<file path="src/rtl/adr_gen_multi_if.sv">
// Bus between the sequencer/OPR decode and the multi-channel address generator.
// The master issues pointer ops; the slave returns the memory address and channel status.
interface adr_gen_multi_if #(
   parameter int W   = 9,
   parameter int NCH = 4
);
   localparam int CW = (NCH > 1) ? $clog2(NCH) : 1;

   logic [2:0]     op;
   logic [CW-1:0]  ch_sel;
   logic [W-1:0]   din;
   logic [2*W-1:0] d_address;
   logic [NCH-1:0] z_flag;
   logic [NCH-1:0] wrap_flag;
   logic           busy;
   logic           win_done;

   modport master (
      output op, ch_sel, din,
      input  d_address, z_flag, wrap_flag, busy, win_done
   );

   modport slave (
      input  op, ch_sel, din,
      output d_address, z_flag, wrap_flag, busy, win_done
   );
endinterface

</file>
<file path="src/rtl/adr_gen_multi.sv">
// Multi-channel row/column pointer unit with raster stepping, image-bounded wrap
// and an autonomous 2x2 neighbourhood walk driving the data-memory address bus.
//
//  state   | meaning
//  --------+-----------------------------------------------------------
//  ST_IDLE | accepting ops; address shows channel ch_sel
//  ST_W0   | walk address (r, c)
//  ST_W1   | walk address (r, c+1), column clamped
//  ST_W2   | walk address (r+1, c), row clamped
//  ST_W3   | walk address (r+1, c+1), both clamped
//  ST_DONE | win_done pulse; address shows latched channel; ops accepted
module adr_gen_multi #(
   parameter int W    = 9,
   parameter int NCH  = 4,
   parameter int ROWS = 256,
   parameter int COLS = 256,
   parameter int STEP = 1
) (
   input  logic             clock,
   input  logic             reset,
   adr_gen_multi_if.slave   bus
);
   localparam int CW = (NCH > 1) ? $clog2(NCH) : 1;

   localparam logic [2:0] OP_NOP  = 3'd0;
   localparam logic [2:0] OP_LDR  = 3'd1;
   localparam logic [2:0] OP_LDC  = 3'd2;
   localparam logic [2:0] OP_INC  = 3'd3;
   localparam logic [2:0] OP_DEC  = 3'd4;
   localparam logic [2:0] OP_CLR  = 3'd5;
   localparam logic [2:0] OP_INCN = 3'd6;
   localparam logic [2:0] OP_WIN  = 3'd7;

   localparam logic [W:0]   ROWS_L  = (W+1)'(ROWS);
   localparam logic [W:0]   COLS_L  = (W+1)'(COLS);
   localparam logic [W:0]   STEP_L  = (W+1)'(STEP);
   localparam logic [W-1:0] ROW_MAX = W'(ROWS - 1);
   localparam logic [W-1:0] COL_MAX = W'(COLS - 1);

   typedef enum logic [2:0] {
      ST_IDLE,
      ST_W0,
      ST_W1,
      ST_W2,
      ST_W3,
      ST_DONE
   } state_t;

   state_t state, state_nxt;

   logic [W-1:0]   rows [NCH];
   logic [W-1:0]   cols [NCH];
   logic [NCH-1:0] wrap_q;

   logic [W-1:0]   base_r, base_c;
   logic [CW-1:0]  win_ch;

   logic [W-1:0]   sel_row, sel_col;
   logic           sel_wrap, sel_hit;
   logic [W-1:0]   win_row, win_col;

   logic [W-1:0]   nxt_row, nxt_col;
   logic           nxt_wrap;
   logic [W:0]     s_inc, sum;
   logic           accept, upd, start_win;
   logic [W-1:0]   r1, c1;

   always_comb begin
      sel_row  = '0;
      sel_col  = '0;
      sel_wrap = 1'b0;
      sel_hit  = 1'b0;
      win_row  = '0;
      win_col  = '0;
      for (int i = 0; i < NCH; i++) begin
         if (bus.ch_sel == CW'(i)) begin
            sel_row  = rows[i];
            sel_col  = cols[i];
            sel_wrap = wrap_q[i];
            sel_hit  = 1'b1;
         end
         if (win_ch == CW'(i)) begin
            win_row = rows[i];
            win_col = cols[i];
         end
      end
   end

   // DONE is the final cycle of a walk; the next op is taken at its closing edge.
   assign accept    = ((state == ST_IDLE) || (state == ST_DONE)) && sel_hit;
   assign start_win = accept && (bus.op == OP_WIN);
   assign upd       = accept && (bus.op != OP_NOP) && (bus.op != OP_WIN);

   always_comb begin
      nxt_row  = sel_row;
      nxt_col  = sel_col;
      nxt_wrap = sel_wrap;
      s_inc    = '0;
      sum      = '0;
      case (bus.op)
         OP_LDR: begin
            nxt_row  = ({1'b0, bus.din} >= ROWS_L) ? ROW_MAX : bus.din;
            nxt_wrap = 1'b0;
         end
         OP_LDC: begin
            nxt_col = ({1'b0, bus.din} >= COLS_L) ? COL_MAX : bus.din;
         end
         OP_INC, OP_INCN: begin
            if (bus.op == OP_INC)
               s_inc = STEP_L;
            else if ({1'b0, bus.din} >= COLS_L)
               s_inc = {1'b0, COL_MAX};
            else
               s_inc = {1'b0, bus.din};
            sum = {1'b0, sel_col} + s_inc;
            if (sum < COLS_L) begin
               nxt_col = sum[W-1:0];
            end else begin
               nxt_col = W'(sum - COLS_L);
               if (sel_row == ROW_MAX) begin
                  nxt_row  = '0;
                  nxt_wrap = 1'b1;
               end else begin
                  nxt_row = sel_row + 1'b1;
               end
            end
         end
         OP_DEC: begin
            if ({1'b0, sel_col} >= STEP_L) begin
               nxt_col = W'({1'b0, sel_col} - STEP_L);
            end else begin
               nxt_col = W'({1'b0, sel_col} + COLS_L - STEP_L);
               if (sel_row == '0) begin
                  nxt_row  = ROW_MAX;
                  nxt_wrap = 1'b1;
               end else begin
                  nxt_row = sel_row - 1'b1;
               end
            end
         end
         OP_CLR: begin
            nxt_row  = '0;
            nxt_col  = '0;
            nxt_wrap = 1'b0;
         end
         default: ;
      endcase
   end

   always_ff @(posedge clock) begin
      if (reset) begin
         for (int i = 0; i < NCH; i++) begin
            rows[i] <= '0;
            cols[i] <= '0;
         end
         wrap_q <= '0;
      end else if (upd) begin
         for (int i = 0; i < NCH; i++) begin
            if (bus.ch_sel == CW'(i)) begin
               rows[i]   <= nxt_row;
               cols[i]   <= nxt_col;
               wrap_q[i] <= nxt_wrap;
            end
         end
      end
   end

   always_ff @(posedge clock) begin
      if (reset) begin
         state  <= ST_IDLE;
         base_r <= '0;
         base_c <= '0;
         win_ch <= '0;
      end else begin
         state <= state_nxt;
         if (start_win) begin
            base_r <= sel_row;
            base_c <= sel_col;
            win_ch <= bus.ch_sel;
         end
      end
   end

   always_comb begin
      state_nxt = state;
      case (state)
         ST_IDLE: state_nxt = start_win ? ST_W0 : ST_IDLE;
         ST_W0:   state_nxt = ST_W1;
         ST_W1:   state_nxt = ST_W2;
         ST_W2:   state_nxt = ST_W3;
         ST_W3:   state_nxt = ST_DONE;
         ST_DONE: state_nxt = start_win ? ST_W0 : ST_IDLE;
         default: state_nxt = ST_IDLE;
      endcase
   end

   // Neighbourhood edges clamp to the last row/column instead of wrapping.
   assign r1 = (base_r == ROW_MAX) ? base_r : base_r + 1'b1;
   assign c1 = (base_c == COL_MAX) ? base_c : base_c + 1'b1;

   always_comb begin
      bus.d_address = {sel_row, sel_col};
      case (state)
         ST_W0:   bus.d_address = {base_r, base_c};
         ST_W1:   bus.d_address = {base_r, c1};
         ST_W2:   bus.d_address = {r1, base_c};
         ST_W3:   bus.d_address = {r1, c1};
         ST_DONE: bus.d_address = {win_row, win_col};
         default: ;
      endcase
   end

   always_comb begin
      for (int i = 0; i < NCH; i++)
         bus.z_flag[i] = (rows[i] == '0) && (cols[i] == '0);
   end

   assign bus.wrap_flag = wrap_q;
   assign bus.busy      = (state != ST_IDLE);
   assign bus.win_done  = (state == ST_DONE);

endmodule

</file>
<file path="src/flat_wrapper.sv">
// flat-port wrapper written by rule: the top's interface ports become plain ports
module adr_gen_multi_flat 
#(
   parameter int W    = 9,
   parameter int NCH  = 4,
   parameter int ROWS = 256,
   parameter int COLS = 256,
   parameter int STEP = 1
)
  (clock, reset, bus_op, bus_ch_sel, bus_din, bus_d_address, bus_z_flag, bus_wrap_flag, bus_busy, bus_win_done);
  adr_gen_multi_if #(.W(W), .NCH(NCH)) bus_i ();
  input  logic clock;
  input  logic reset;
  input wire logic [$bits(bus_i.op)-1:0] bus_op;
  input wire logic [$bits(bus_i.ch_sel)-1:0] bus_ch_sel;
  input wire logic [$bits(bus_i.din)-1:0] bus_din;
  output wire logic [$bits(bus_i.d_address)-1:0] bus_d_address;
  output wire logic [$bits(bus_i.z_flag)-1:0] bus_z_flag;
  output wire logic [$bits(bus_i.wrap_flag)-1:0] bus_wrap_flag;
  output wire logic [$bits(bus_i.busy)-1:0] bus_busy;
  output wire logic [$bits(bus_i.win_done)-1:0] bus_win_done;
  assign bus_i.op = bus_op;
  assign bus_i.ch_sel = bus_ch_sel;
  assign bus_i.din = bus_din;
  assign bus_d_address = bus_i.d_address;
  assign bus_z_flag = bus_i.z_flag;
  assign bus_wrap_flag = bus_i.wrap_flag;
  assign bus_busy = bus_i.busy;
  assign bus_win_done = bus_i.win_done;
  adr_gen_multi #(.W(W), .NCH(NCH), .ROWS(ROWS), .COLS(COLS), .STEP(STEP)) u_core (.clock(clock), .reset(reset), .bus(bus_i));
endmodule
</file>
<file path="config.mk">
export PLATFORM = sky130hd
export DESIGN_NAME = adr_gen_multi_flat
export DESIGN_NICKNAME = d
export VERILOG_FILES = /design/src/rtl/adr_gen_multi_if.sv /design/src/rtl/adr_gen_multi.sv /design/src/flat_wrapper.sv
export SDC_FILE = /design/constraint.sdc
export NUM_CORES = 1
export LEC_CHECK = 0
export ABC_AREA = 1
export CORE_MARGIN = 8
export CORE_UTILIZATION = 45
export DETAILED_ROUTE_END_ITERATION = 6
export SYNTH_ARGS = -nofsm -noshare
export SYNTH_HDL_FRONTEND = slang
export SYNTH_SLANG_ARGS = --single-unit
</file>
<file path="constraint.sdc">
create_clock -name clock -period 7 [get_ports clock]
set_input_delay 0.7 -clock clock [delete_from_list [all_inputs] [get_ports clock]]
set_output_delay 0.7 -clock clock [all_outputs]
set_load 0.01 [all_outputs]
</file>
==> results.tsv <==
metric	value	unit
GRT overflow	0	
syn nets	1151	
commonest non-fill, non-tap cells in the layout	nand2_1, inv_1, nor2_1	
antenna fix cells	0	
Most used DFF post-synth	edfxtp_1	
Syn Inst Count	1119	
first-pass GRT wire length	41440	µm
initial antenna violation count	0	
initial core utilization	45.78	%
Die H	145.4	µm
final WL	26820	µm
TritonRoute pass-1 iters	6	
Remaining DRCs	0	
TritonCTS clock tree	yes	
Via Count	7732	
Final Critical Period	4922	ps
Die X	145.4	µm
Core Region	16470	µm²
Final #Nets	1174	
fillers	1693	
I/O Pins	44	
Final Hold Vio Count	0	
worst path arrival time	5050	ps
CTS H-tree depth	3	
die footprint	21150	µm²
Avg WL per Cell	19.62	µm
EDFF count, synth	72	
Ys Warns	0	
RSZ-0062 raised after global routing	false	
Post CTS Setup Buffer Count	0	
final setup fails	0	
Post-DP HPWL	20590	µm
mapped cell area	7537	µm²
outcome	complete, no violations	
type of origin of the critical path	primary input	
asr flop ratio synth	0	%
number of global-route vias before repair	7067	
worst path required time	7130	ps
commonest non-fill, non-tap cell in the layout	nand2_1	
clock network latency to the later pin of the worst-skew pair	370	ps
final worst-path cycle share	70.32	%
post-cts resize count	0	
CP Capture Type	register	
crit path cell chain	clkdlybuf4s50_1 > nand2_1 > inv_2 > nand2_1 > nand2_1 > ha_1 > nand2_1 > inv_1 > a21oi_1 > nand2_1 > nand2_1 > nand2_1 > nand2_1 > nand3_2 > nand2_2 > nor2_1 > nor2_1 > nand3_1 > nand2_1 > inv_1	
worst-margin pin slew	1147	ps
worst hold path type	register to register	
slowest stage delay, CP	970	ps
vias per inst	5.656	
Final Skew	15.12	ps
synth top area cells	edfxtp_1, nand2_1, inv_1	
quantity of hold-fixing buffers added after cts	0	
Seq/Total Area, Yosys	35.86	%
CTS clk-pin slew, worst paths	80	ps
PwrDens	210.3	nW/µm²
CP dominant cell by count	nand2_1	
average size of a mapped cell	6.736	µm²
Yosys reg bits	99	
input/output buffers	43	
register area	2703	µm²
area delta synth->final	12.12	%
hold_ws	501.8	ps
dpl ws	1798	ps
GRT Resource Usage Total	24.87	%
crit path kind	primary input to register	
Worst Path Max Fanout	22	
Fmax	203.2	MHz
layout cell share with drive strength beyond 1	6.539	%
maximum VDD drop	125.9	µV
Placer Congestion	0.9883	
relative slew slack	22.91	%
1st-iter DRT viols	839	
Leak	3.919	nW
max cap viols	0	
top-area cell type share of the netlist area	28.69	%
worst setup margin	2078	ps
Slowest-stage cell, CP	clkdlybuf4s50_1	
Final Max Slew Viols	0	
CTS sink cnt	99	
Core Rows	47	
Inserted Clock Buffers	9	
Synth area leader	edfxtp_1	
clk root buf	clkbuf_16	
Setup TNS Final	0	ps
largest net degree at the start of global routing	42	
post-synth cell types	51	
Final ANT Viol Nets	0	
area occupied by multi-input gates	4000	µm²
Clock Path Buffers	2	
metrics by stage:
stage	total power [mW]	cells	area (µm²)	util, %
2_1_floorplan	1.047	1119	7537	-
3_3_place_gp	1.250	1351	8144	49.46
3_5_place_dp	1.247	1351	8144	49.46
4_1_cts	1.774	1367	8451	51.32
5_1_grt	1.861	1367	8451	51.32
6_report	1.777	1367	8451	51.32
worst max-delay path, delay by kind of cell:
kind	cells	cell delay, ps
and+or+nand+nor	14	2440
buffers and inverters	4	1410
adders and majority gates	1	340
AOI/OAI and AO/OA	1	170
area by class of cell:
class	instances	share of cell area (%)
clock inverters	7	0.9624
multi-input cells	801	47.33
repair buffers	51	5.804
well taps	220	3.257
inverters	180	7.995
clock buffers	9	2.665
flip-flops and latches	99	31.98
logic make-up (layout without fill, tap and decap cells):
kind of cell               after synthesis  after routing  synth area share (%)
DFF                                     99             99                 35.86
and+or+nand+nor                        558            558                 32.35
other                                    1              1               0.04975
adders and majority gates               16             16                 2.756
AOI/OAI and AO/OA                      221            221                 17.16
xor gates and xnor gates                 5              5                0.5810
buffers and inverters                  219            247                 11.24
synthesized netlist by cell type (4+ instances only):
| master | count |
|---|---|
| inv_2 | 16 |
| o22ai_1 | 12 |
| o21bai_1 | 4 |
| nor2_1 | 117 |
| ha_1 | 15 |
| o21ai_0 | 87 |
| o21ai_1 | 5 |
| edfxtp_1 | 72 |
| a32oi_1 | 4 |
| nor4_1 | 16 |
| nand2_1 | 274 |
| xor2_1 | 4 |
| o221ai_1 | 9 |
| a21oi_1 | 57 |
| buf_2 | 5 |
| nand3_2 | 5 |
| nor2_2 | 6 |
| inv_1 | 162 |
| nand3_1 | 95 |
| clkbuf_1 | 30 |
| o211ai_1 | 22 |
| nand2_2 | 8 |
| a31oi_1 | 5 |
| nor3_1 | 13 |
| or2_2 | 4 |
| dfxtp_1 | 27 |
| nand4_1 | 6 |
per-layer routing:
layer  vias up  part of all wire (%)  track usage (%)  routed length, µm
li1       3761                     -                -                  -
met5         -                     0                0                  0
met3        48                   6.2            2.923               1675
met2       314                    46            39.28              12380
met1      3609                    45            34.36              12030
met4         0                   2.8            8.954                743
registers in the layout, summed over array words and instances, names as in the netlist:
name / count
u_core.bus.wrap_flag: 4
u_core.base_r: 9
u_core.win_ch: 2
u_core.base_c: 9
u_core.rows: 36
u_core.cols: 36
u_core.state: 3
power by group:
part | internal, mW | switching (mW) | total, mW | leakage [nW]
sequential | 0.675 | 0.0412 | 0.716 | 0.979
combinational | 0.175 | 0.352 | 0.527 | 2.79
clock | 0.259 | 0.275 | 0.533 | 0.151
total | 1.11 | 0.668 | 1.78 | 3.92
worst paths after layout:
kind | from | to | slack (ps) | cells after the start
worst max-delay path | bus_ch_sel[0] | u_core.rows[0][1] | 2080 | 20
worst min register to register | u_core.bus.wrap_flag[2] | u_core.bus.wrap_flag[2] | 500 | 2
worst min-delay path | u_core.bus.wrap_flag[2] | u_core.bus.wrap_flag[2] | 500 | 2
worst max register to register | u_core.cols[1][0] | u_core.rows[0][1] | 3390 | 20
Note: power is estimated with default switching activity, not from simulation.
